**config.mk**
```make
export PLATFORM = sky130hd
export DESIGN_NAME = muldiv_unit
export DESIGN_NICKNAME = d
export VERILOG_FILES = /design/src/rtl/muldiv_unit_pkg.sv /design/src/rtl/muldiv_unit_div_iter.sv /design/src/rtl/muldiv_unit.sv
export SDC_FILE = /design/constraint.sdc
export NUM_CORES = 2
export LEC_CHECK = 0
export CAP_MARGIN = 40
export CORE_ASPECT_RATIO = 1.1
export CORE_MARGIN = 8
export CORE_UTILIZATION = 34
export DETAILED_ROUTE_END_ITERATION = 8
export GPL_TIMING_DRIVEN = 0
export SYNTH_ARGS = -nofsm -noshare
export SYNTH_HDL_FRONTEND = slang
export SYNTH_SLANG_ARGS = --single-unit
export TNS_END_PERCENT = 10
```
**constraint.sdc**
```tcl
create_clock -name i_clk -period 9.2 [get_ports i_clk]
set_clock_uncertainty 0.1 [all_clocks]
set_input_delay 0.92 -clock i_clk [delete_from_list [all_inputs] [get_ports i_clk]]
set_output_delay 0.92 -clock i_clk [all_outputs]
set_load 0.02 [all_outputs]
```
**src/rtl/muldiv_unit_pkg.sv**
```systemverilog
// Shared definitions for the EX-stage multiply/divide unit.
//   - W_DATA      : datapath width
//   - MD_OP_*     : 3-bit operation codes presented on i_op
//   - md_state_e  : controller state encoding
//   - helpers     : op classification and operand magnitude
package muldiv_unit_pkg;

  localparam int W_DATA = 32;

  localparam logic [2:0] MD_OP_MULT  = 3'd0;
  localparam logic [2:0] MD_OP_MULTU = 3'd1;
  localparam logic [2:0] MD_OP_DIV   = 3'd2;
  localparam logic [2:0] MD_OP_DIVU  = 3'd3;
  localparam logic [2:0] MD_OP_MTHI  = 3'd4;
  localparam logic [2:0] MD_OP_MTLO  = 3'd5;

  typedef enum logic [2:0] {
    MD_IDLE    = 3'd0,
    MD_MUL     = 3'd1,
    MD_DIV_IT  = 3'd2,
    MD_DIV_FIX = 3'd3,
    MD_DONE    = 3'd4
  } md_state_e;

  function automatic logic is_mul_op(input logic [2:0] op);
    return (op == MD_OP_MULT) || (op == MD_OP_MULTU);
  endfunction

  function automatic logic is_div_op(input logic [2:0] op);
    return (op == MD_OP_DIV) || (op == MD_OP_DIVU);
  endfunction

  // Magnitude of a two's-complement value when use_sign is set, raw value otherwise.
  function automatic logic [W_DATA-1:0] abs_val(input logic [W_DATA-1:0] v, input logic use_sign);
    return (use_sign && v[W_DATA-1]) ? -v : v;
  endfunction

endpackage

```
**src/rtl/muldiv_unit_div_iter.sv**
```systemverilog
// Restoring radix-2 divider datapath on unsigned magnitudes.
//   i_clk, i_rst_n : clock, async active-low reset
//   i_load         : capture dividend/divisor, clear remainder, arm step counter
//   i_step         : perform one quotient-bit iteration
//   i_dividend     : unsigned dividend
//   i_divisor      : unsigned divisor
//   o_q, o_r       : quotient / remainder after the final step
//   o_last         : the current step is the final one
module muldiv_unit_div_iter
  import muldiv_unit_pkg::*;
#(
  parameter int DIV_STEPS = 32
) (
  input  logic              i_clk,
  input  logic              i_rst_n,
  input  logic              i_load,
  input  logic              i_step,
  input  logic [W_DATA-1:0] i_dividend,
  input  logic [W_DATA-1:0] i_divisor,
  output logic [W_DATA-1:0] o_q,
  output logic [W_DATA-1:0] o_r,
  output logic              o_last
);

  localparam int CW = $clog2(DIV_STEPS);

  logic [W_DATA-1:0] r_q;
  logic [W_DATA-1:0] r_rem;
  logic [W_DATA-1:0] r_dvs;
  logic [CW-1:0]     r_cnt;

  logic [W_DATA:0]   w_rem_sh;
  logic [W_DATA-1:0] w_diff;
  logic              w_ge;

  // Remainder is kept below the divisor, so the 33-bit shifted value minus the
  // divisor always fits in 32 bits whenever the subtraction is taken.
  assign w_rem_sh = {r_rem, r_q[W_DATA-1]};
  assign w_ge     = (w_rem_sh >= {1'b0, r_dvs});
  assign w_diff   = w_rem_sh[W_DATA-1:0] - r_dvs;

  always_ff @(posedge i_clk or negedge i_rst_n) begin
    if (!i_rst_n) begin
      r_q   <= '0;
      r_rem <= '0;
      r_dvs <= '0;
      r_cnt <= '0;
    end else if (i_load) begin
      r_q   <= i_dividend;
      r_rem <= '0;
      r_dvs <= i_divisor;
      r_cnt <= CW'(DIV_STEPS - 1);
    end else if (i_step) begin
      r_q   <= {r_q[W_DATA-2:0], w_ge};
      r_rem <= w_ge ? w_diff : w_rem_sh[W_DATA-1:0];
      if (r_cnt != '0) r_cnt <= r_cnt - 1'b1;
    end
  end

  assign o_q    = r_q;
  assign o_r    = r_rem;
  assign o_last = (r_cnt == '0);

endmodule

```
**src/rtl/muldiv_unit.sv**
```systemverilog
// EX-stage multiply/divide unit with architectural HI/LO.
//   i_clk, i_rst_n  : clock, async active-low reset
//   i_start, i_op   : valid muldiv/mthi/mtlo op in EX and its code
//   i_source_a/_b   : forwarded rs / rt operands
//   i_flush         : abort any in-flight op, drop a coincident start
//   o_stall         : freeze IF/ID/EX
//   o_done          : one-cycle pulse when HI/LO hold a new MULT/DIV result
//   o_hi, o_lo      : HI / LO registers
//
// state      | meaning
// MD_IDLE    | waiting for an op
// MD_MUL     | registering the 64-bit product into HI/LO
// MD_DIV_IT  | one restoring-divide iteration per cycle
// MD_DIV_FIX | sign correction / divide-by-zero result, write HI/LO
// MD_DONE    | result visible, done pulse; accepts a new op like IDLE
module muldiv_unit
  import muldiv_unit_pkg::*;
#(
  parameter int DIV_STEPS = 32
) (
  input  logic              i_clk,
  input  logic              i_rst_n,
  input  logic              i_start,
  input  logic [2:0]        i_op,
  input  logic [W_DATA-1:0] i_source_a,
  input  logic [W_DATA-1:0] i_source_b,
  input  logic              i_flush,
  output logic              o_stall,
  output logic              o_done,
  output logic [W_DATA-1:0] o_hi,
  output logic [W_DATA-1:0] o_lo
);

  md_state_e         r_state, w_state_nxt;
  logic [W_DATA-1:0] r_a, r_b, r_hi, r_lo;
  logic              r_signed;

  logic              w_idle_like, w_accept_md, w_op_signed, w_load, w_last;
  logic [W_DATA-1:0] w_q, w_r, w_q_fix, w_r_fix;
  logic [63:0]       w_ma, w_mb, w_prod;

  assign w_idle_like = (r_state == MD_IDLE) || (r_state == MD_DONE);
  assign w_accept_md = i_start && w_idle_like && (is_mul_op(i_op) || is_div_op(i_op));
  assign w_op_signed = (i_op == MD_OP_MULT) || (i_op == MD_OP_DIV);
  assign w_load      = w_accept_md && is_div_op(i_op) && !i_flush;

  always_ff @(posedge i_clk or negedge i_rst_n) begin
    if (!i_rst_n) r_state <= MD_IDLE;
    else          r_state <= w_state_nxt;
  end

  always_comb begin
    w_state_nxt = r_state;
    o_stall     = w_accept_md;
    o_done      = 1'b0;
    case (r_state)
      MD_IDLE, MD_DONE: begin
        o_done      = (r_state == MD_DONE);
        w_state_nxt = MD_IDLE;
        if (i_start && is_mul_op(i_op)) w_state_nxt = MD_MUL;
        if (i_start && is_div_op(i_op)) w_state_nxt = MD_DIV_IT;
      end
      MD_MUL: begin
        o_stall     = 1'b1;
        w_state_nxt = MD_DONE;
      end
      MD_DIV_IT: begin
        o_stall = 1'b1;
        if (w_last) w_state_nxt = MD_DIV_FIX;
      end
      MD_DIV_FIX: begin
        o_stall     = 1'b1;
        w_state_nxt = MD_DONE;
      end
      default: w_state_nxt = MD_IDLE;
    endcase
    if (i_flush) w_state_nxt = MD_IDLE;
  end

  always_ff @(posedge i_clk or negedge i_rst_n) begin
    if (!i_rst_n) begin
      r_a      <= '0;
      r_b      <= '0;
      r_signed <= 1'b0;
    end else if (w_accept_md && !i_flush) begin
      r_a      <= i_source_a;
      r_b      <= i_source_b;
      r_signed <= w_op_signed;
    end
  end

  muldiv_unit_div_iter #(.DIV_STEPS(DIV_STEPS)) u_div_iter (
    .i_clk      (i_clk),
    .i_rst_n    (i_rst_n),
    .i_load     (w_load),
    .i_step     (r_state == MD_DIV_IT),
    .i_dividend (abs_val(i_source_a, w_op_signed)),
    .i_divisor  (abs_val(i_source_b, w_op_signed)),
    .o_q        (w_q),
    .o_r        (w_r),
    .o_last     (w_last)
  );

  // Low 64 bits of a 64x64 product of extended operands equal the exact
  // 32x32 signed or unsigned product.
  assign w_ma   = {{32{r_signed & r_a[W_DATA-1]}}, r_a};
  assign w_mb   = {{32{r_signed & r_b[W_DATA-1]}}, r_b};
  assign w_prod = w_ma * w_mb;

  // Divide by zero bypasses the sign fix and returns the raw dividend in HI.
  always_comb begin
    w_q_fix = w_q;
    w_r_fix = w_r;
    if (r_b == '0) begin
      w_q_fix = '1;
      w_r_fix = r_a;
    end else begin
      if (r_signed && (r_a[W_DATA-1] ^ r_b[W_DATA-1])) w_q_fix = -w_q;
      if (r_signed && r_a[W_DATA-1])                   w_r_fix = -w_r;
    end
  end

  always_ff @(posedge i_clk or negedge i_rst_n) begin
    if (!i_rst_n) begin
      r_hi <= '0;
      r_lo <= '0;
    end else if (!i_flush) begin
      if (i_start && w_idle_like && (i_op == MD_OP_MTHI)) r_hi <= i_source_a;
      if (i_start && w_idle_like && (i_op == MD_OP_MTLO)) r_lo <= i_source_a;
      if (r_state == MD_MUL) {r_hi, r_lo} <= w_prod;
      if (r_state == MD_DIV_FIX) begin
        r_lo <= w_q_fix;
        r_hi <= w_r_fix;
      end
    end
  end

  assign o_hi = r_hi;
  assign o_lo = r_lo;

endmodule

```
# Word-level counts from Yosys, hierarchy flattened
# Index checks and enable logic that the tools add are counted.
# classes
n_eq_ne	10
n_reduce_logical	34
multipliers	1
bitwise_logic	4
add_sub_neg	6
magnitude_cmp	1
muxes	27
# ops
op	n
$mux W32	17
$neg A32 Y32	4
$mul A33 B33 Y64	1
$ge A33 B32 Y1	1
$logic_not A32 Y1	1
$sub A32 B32 Y32	1
$mux W5	3
$logic_and A1 B1 Y1	13
$eq A3 B2 Y1 const B	4
$eq A3 B3 Y1 const B	3
$mux W3	3
$pmux W3 S3	1
$eq A3 B1 Y1 const B	2
$logic_not A3 Y1	2
$reduce_and A2 Y1	3
$reduce_bool A3 Y1	2
$logic_not A5 Y1	1
$logic_or A1 B1 Y1	5
$reduce_bool A5 Y1	1
$sub A5 B1 Y5 const B	1
$reduce_bool A2 Y1	2
$reduce_or A2 Y1	2
$mux W1	3
$ne A3 B3 Y1 const B	1
5 further kinds	6
# totals
reg_bits	233
elab_cells	93

# Logic depth before layout (Yosys ltp)
# logic_depth
ltp_word	8
depth_mapped	33

# By module
# A second synthesis with hierarchy kept.
# hier_totals
hier_cells	6182
area_unflattened_um2	53669.0
# modules_own_cells
mod	cells_each	area_per_inst_um2	instances	seq_area_each_um2
muldiv_unit	5448	47217.8	1	3303.2
muldiv_unit_div_iter	734	6451.2	1	2527.4

# Least setup slack after synthesis
# OpenSTA, ideal clock, no wires.
# synth_path
path_type	register to register
startpoint	register r_a[31]
endpoint	register r_hi[25] (netlist: o_hi[25])
stages_incl_launch_ff	32
path_buffers	5
required_ps	8974
t_arrival_ps	8504
slack_ps	470
cell_sequence	dfrtp_1 > clkbuf_1 > and2_1 > clkbuf_1 > clkbuf_1 > buf_1 > nand2_1 > inv_1 > fa_1 > inv_1 > fa_1 > inv_1 > fa_1 > fa_1 > inv_1 > fa_1 > inv_1 > fa_1 > inv_1 > fa_1 > fa_1 > inv_1 > ha_1 > clkbuf_1 > a21o_1 > a221o_1 > a21o_1 > o21bai_1 > a21oi_1 > o21bai_1 > nor4b_1 > o32a_1
# synth_via
elab_chain_cells	4
word_cells_on_any_way	7
# synth_rtl
item	line	text
from (decl)	muldiv_unit.sv:35	logic [W_DATA-1:0] r_a, r_b, r_hi, r_lo;
from (signal assigned)	muldiv_unit.sv:86	r_a <= i_source_a;
$and A1 B1 Y1 / $logic_and A1 B1 Y1 (equally long branches)	muldiv_unit.sv:106, muldiv_unit.sv:119	
$mul A33 B33 Y64 / $mux W32 (equally long branches)	muldiv_unit.sv:108, muldiv_unit.sv:119	
$mux W32, on equally long branches	muldiv_unit.sv:130, muldiv_unit.sv:114	
$mux W32 *	muldiv_unit.sv:131	if (r_state == MD_DIV_FIX) begin
to (signal assigned)	muldiv_unit.sv:128	if (i_start && w_idle_like && (i_op == MD_OP_MTHI)) r_hi <= i_source_a;
to (signal assigned)	muldiv_unit.sv:130	if (r_state == MD_MUL) {r_hi, r_lo} <= w_prod;
to (signal assigned)	muldiv_unit.sv:133	r_hi <= w_r_fix;
to (decl)	muldiv_unit.sv:35	
# Mark *: on every way between the ends. The rest lies on a longest branch, timed or not.
# A chain may end at the register's enable or synchronous reset.

# Final worst setup path
# layout_path
startpoint	register r_b[31]
endpoint	register r_hi[27] (netlist: o_hi[27])
# layout_via
elab_chain_cells	4
word_cells_on_any_way	6
# layout_rtl
item	line	text
from (decl)	muldiv_unit.sv:35	
from (signal assigned)	muldiv_unit.sv:87	r_b <= i_source_b;
$and A1 B1 Y1	muldiv_unit.sv:107	assign w_mb = {{32{r_signed & r_b[W_DATA-1]}}, r_b};
$mul A33 B33 Y64	muldiv_unit.sv:108	assign w_prod = w_ma * w_mb;
$mux W32	muldiv_unit.sv:130	
$mux W32 *	muldiv_unit.sv:131	
# Marks and branches as above.

==> flow_metrics.tcl <==
set metrics [dict create \
    status "finished clean" \
    hp-class "in -> async" \
    fp.dieArea_sq_um 168000 \
    grt_max_degree 111 \
    htreeDepth 1 \
    r2r_start "r_b[31]$_DFFE_PN0P_" \
    yosysTopAreaCell "fa_1" \
    wl_um 209000 \
    grtUsageTotal_pct 24.7 \
    place_hpwl_um 180000 \
    ant_nets 0 \
    final_nets 7579 \
    first_global_vias 46092 \
    synth_ff_type "dfrtp_1" \
    start_util_pct 34.2 \
    syn-num-nets 7366 \
    antenna_found_initial 18 \
    yosysSeqAreaShare_pct 11.1 \
    rows 151 \
    clock.fmax_mhz 109 \
    port_buffers 129 \
    die_x_um 391 \
    ys_warn_count 0 \
    avgSynthCellArea_sq_um 8.90 \
    die_height_um 429 \
    setup_violations 0 \
    syn_to_final_growth_pct 11.5 \
    syn_area_sq_um 52700 \
    maxCapViolCount 0 \
    io-pin-count 137 \
    synth-seq-cells 233 \
    drt_iter0_markers 3847 \
    finalNonFillerCells 8227 \
    dp.cells 8185 \
    syn_inst 5918 \
    synth-edff-count 0 \
    synth_area_leaders "fa_1 43%, dfrtp_1 11%, inv_1 8.5%, nand2_1 6.5%, ha_1 6.0%" \
    drive_gt1_share_pct 5.64 \
    async_flop_share_pct 100 \
    gp_congestion 1.04 \
    final_max_slew_viol_count 0 \
    rr_endpoint "o_hi[27]$_DFFE_PN0P_" \
    gr-total-overflow 0 \
    path_clk_slew_ns 0.06 \
    core_sq_um 154000 \
    critPathKind "reg -> reg" \
    num_vias 43641 \
    clkLatencyLatePin_ns 0.57 \
    yosysTopAreaCellShare_pct 42.8 \
    clk_path_buf_depth 3 \
    grt_pass1_wl_um 309000 \
    hold_viol 0 \
    holdBufCountCts 0 \
    reg2regPathDepth 26 \
    rsz0062_at_grt "yes" \
    dr.pass1.iters 8 \
    vias_per_cell 5.30 \
    root_buffer "clkbuf_16" \
    worstPathRequired_ns 9.55 \
    worstSetupEndpointType "register" \
    cts_made_buffers 27 \
    wl_per_cell_um 25.4 \
    start_kind "register" \
    remaining_drc_errors 0 \
    crit_fanout 10 \
    relSlewSlack_pct 32.1 \
    cts_sinks 233 \
    fin_crit_ns 9.13 \
    r2r_slack_ns 0.07 \
    arrival_ns 9.48 \
    netlist-cell-type-count 68 \
    tritoncts "done" \
    period_share_pct 99.3 \
    worst_pin_slew_ns 1.02 \
]
stage by stage:
stage          hold slack, ns  setup TNS [ns]  setup slack [ns]  util, %  instance area (sq um)
5_1_grt                 0.111          -0.142           -0.0707     38.1                  58700
2_1_floorplan           0.350               0             0.470        -                  52700
4_1_cts                0.0894               0           0.00306     38.0                  58600
3_5_place_dp            0.370          -32.16             -2.28     37.4                  57500
3_3_place_gp            0.367         -765.83             -3.14     36.7                  56500
6_report                0.106               0            0.0660     38.1                  58700
critical path: stages, from the launching register on:
cell,delay (ns)
dfrtp_1,0.38
clkbuf_2,0.27
nand2_1,0.28
clkbuf_1,0.79
nor2_1,0.29
fa_1,0.58
fa_1,0.45
fa_1,0.56
fa_1,0.44
fa_1,0.48
fa_1,0.51
inv_1,0.06
fa_1,0.49
fa_1,0.40
inv_1,0.24
ha_1,0.29
clkbuf_1,0.20
a21oi_1,0.20
o21ai_0,0.20
a221o_1,0.36
a21o_1,0.19
a32oi_1,0.17
o2111ai_1,0.23
a41oi_2,0.30
xnor2_2,0.14
a211oi_1,0.28
o21ai_0,0.13
synth_stat cells, types with 15 or more instances:
cell type / n
dfrtp_1: 233
a31oi_1: 28
clkbuf_1: 375
and2_1: 351
ha_1: 251
nor2_1: 189
fa_1: 1126
nand4_1: 24
nor3_1: 40
a21oi_1: 173
mux2i_1: 30
xor2_1: 84
nand2_1: 908
nor4_1: 26
nand3_1: 67
or3_1: 15
inv_1: 1194
and3_1: 29
o211ai_1: 26
o21ai_0: 232
xnor2_1: 134
o31ai_1: 23
o221ai_1: 17
mux2_2: 69
a22oi_1: 26
a21o_1: 43
o21bai_1: 20
cell families after synthesis:
family                     after synthesis  share of synthesized area [%]
buffers and inverters                 1578                           11.3
and+or+nand+nor                       1722                           15.2
muxes                                   99                           2.05
DFF                                    233                           11.1
AOI/OAI and AO/OA                      691                           8.08
xor gates and xnor gates               218                           3.62
adders and majority gates             1377                           48.8
cell type report:
cell class	count	area, sq um
inverters	1194	4500
repair buffers	217	2390
clock inverters	16	180
clock buffers	34	762
plain buffers	351	1430
well taps	2065	2580
fillers	15688	95200
flip-flops and latches	233	5840
multi-input cells	4107	41000
diodes	10	25.0
per-layer routing:
layer	global-route usage [%]	wire length [um]	vias to the layer above
li1	-	-	18401
met1	30.7	77700	22299
met2	38.8	92900	2302
met3	5.06	19400	631
met4	16.4	18500	8
met5	0	57	-
worst max path at each step:
stage | startpoint | end | slack (ns)
after detailed placement | r_signed$_DFFE_PN0P_ | o_hi[27]$_DFFE_PN0P_ | -2.28
after global routing | r_a[8]$_DFFE_PN0P_ | o_hi[27]$_DFFE_PN0P_ | -0.07
after global placement | i_rst_n | o_lo[7]$_DFFE_PN0P_ | -3.14
final | r_b[31]$_DFFE_PN0P_ | o_hi[27]$_DFFE_PN0P_ | 0.07
after floorplan | r_a[31]$_DFFE_PN0P_ | o_hi[25]$_DFFE_PN0P_ | 0.47
after CTS | r_b[5]$_DFFE_PN0P_ | o_hi[25]$_DFFE_PN0P_ | 0.003
what timing repair did:
item                                    CTS  global route
gates resized for setup                  50           126
pin swaps                                 2             1
buffers inserted                          7             7
endpoints found under the setup margin   32            23
state kept, by name (all words and copies together), names as in the netlist:
register / flops
r_signed: 1
r_state: 3
o_hi: 32
u_div_iter.o_r: 32
u_div_iter.o_q: 32
o_lo: 32
u_div_iter.r_dvs: 32
r_a: 32
u_div_iter.r_cnt: 5
r_b: 32
cell usage in the layout, fill, tap and decap left out, types with 83 or more instances in the layout:
master	instances
inv_1	1186
fa_1	1119
nand2_1	906
and2_1	350
clkbuf_1	272
ha_1	250
o21ai_0	230
dfrtp_1	223
nor2_1	189
a21oi_1	170
xnor2_1	131
clkdlybuf4s50_1	128
xor2_1	83
Power is left out: the tool's default activity adds up to more than one toggle a clock period on the data nets, which glitch-free logic cannot reach.
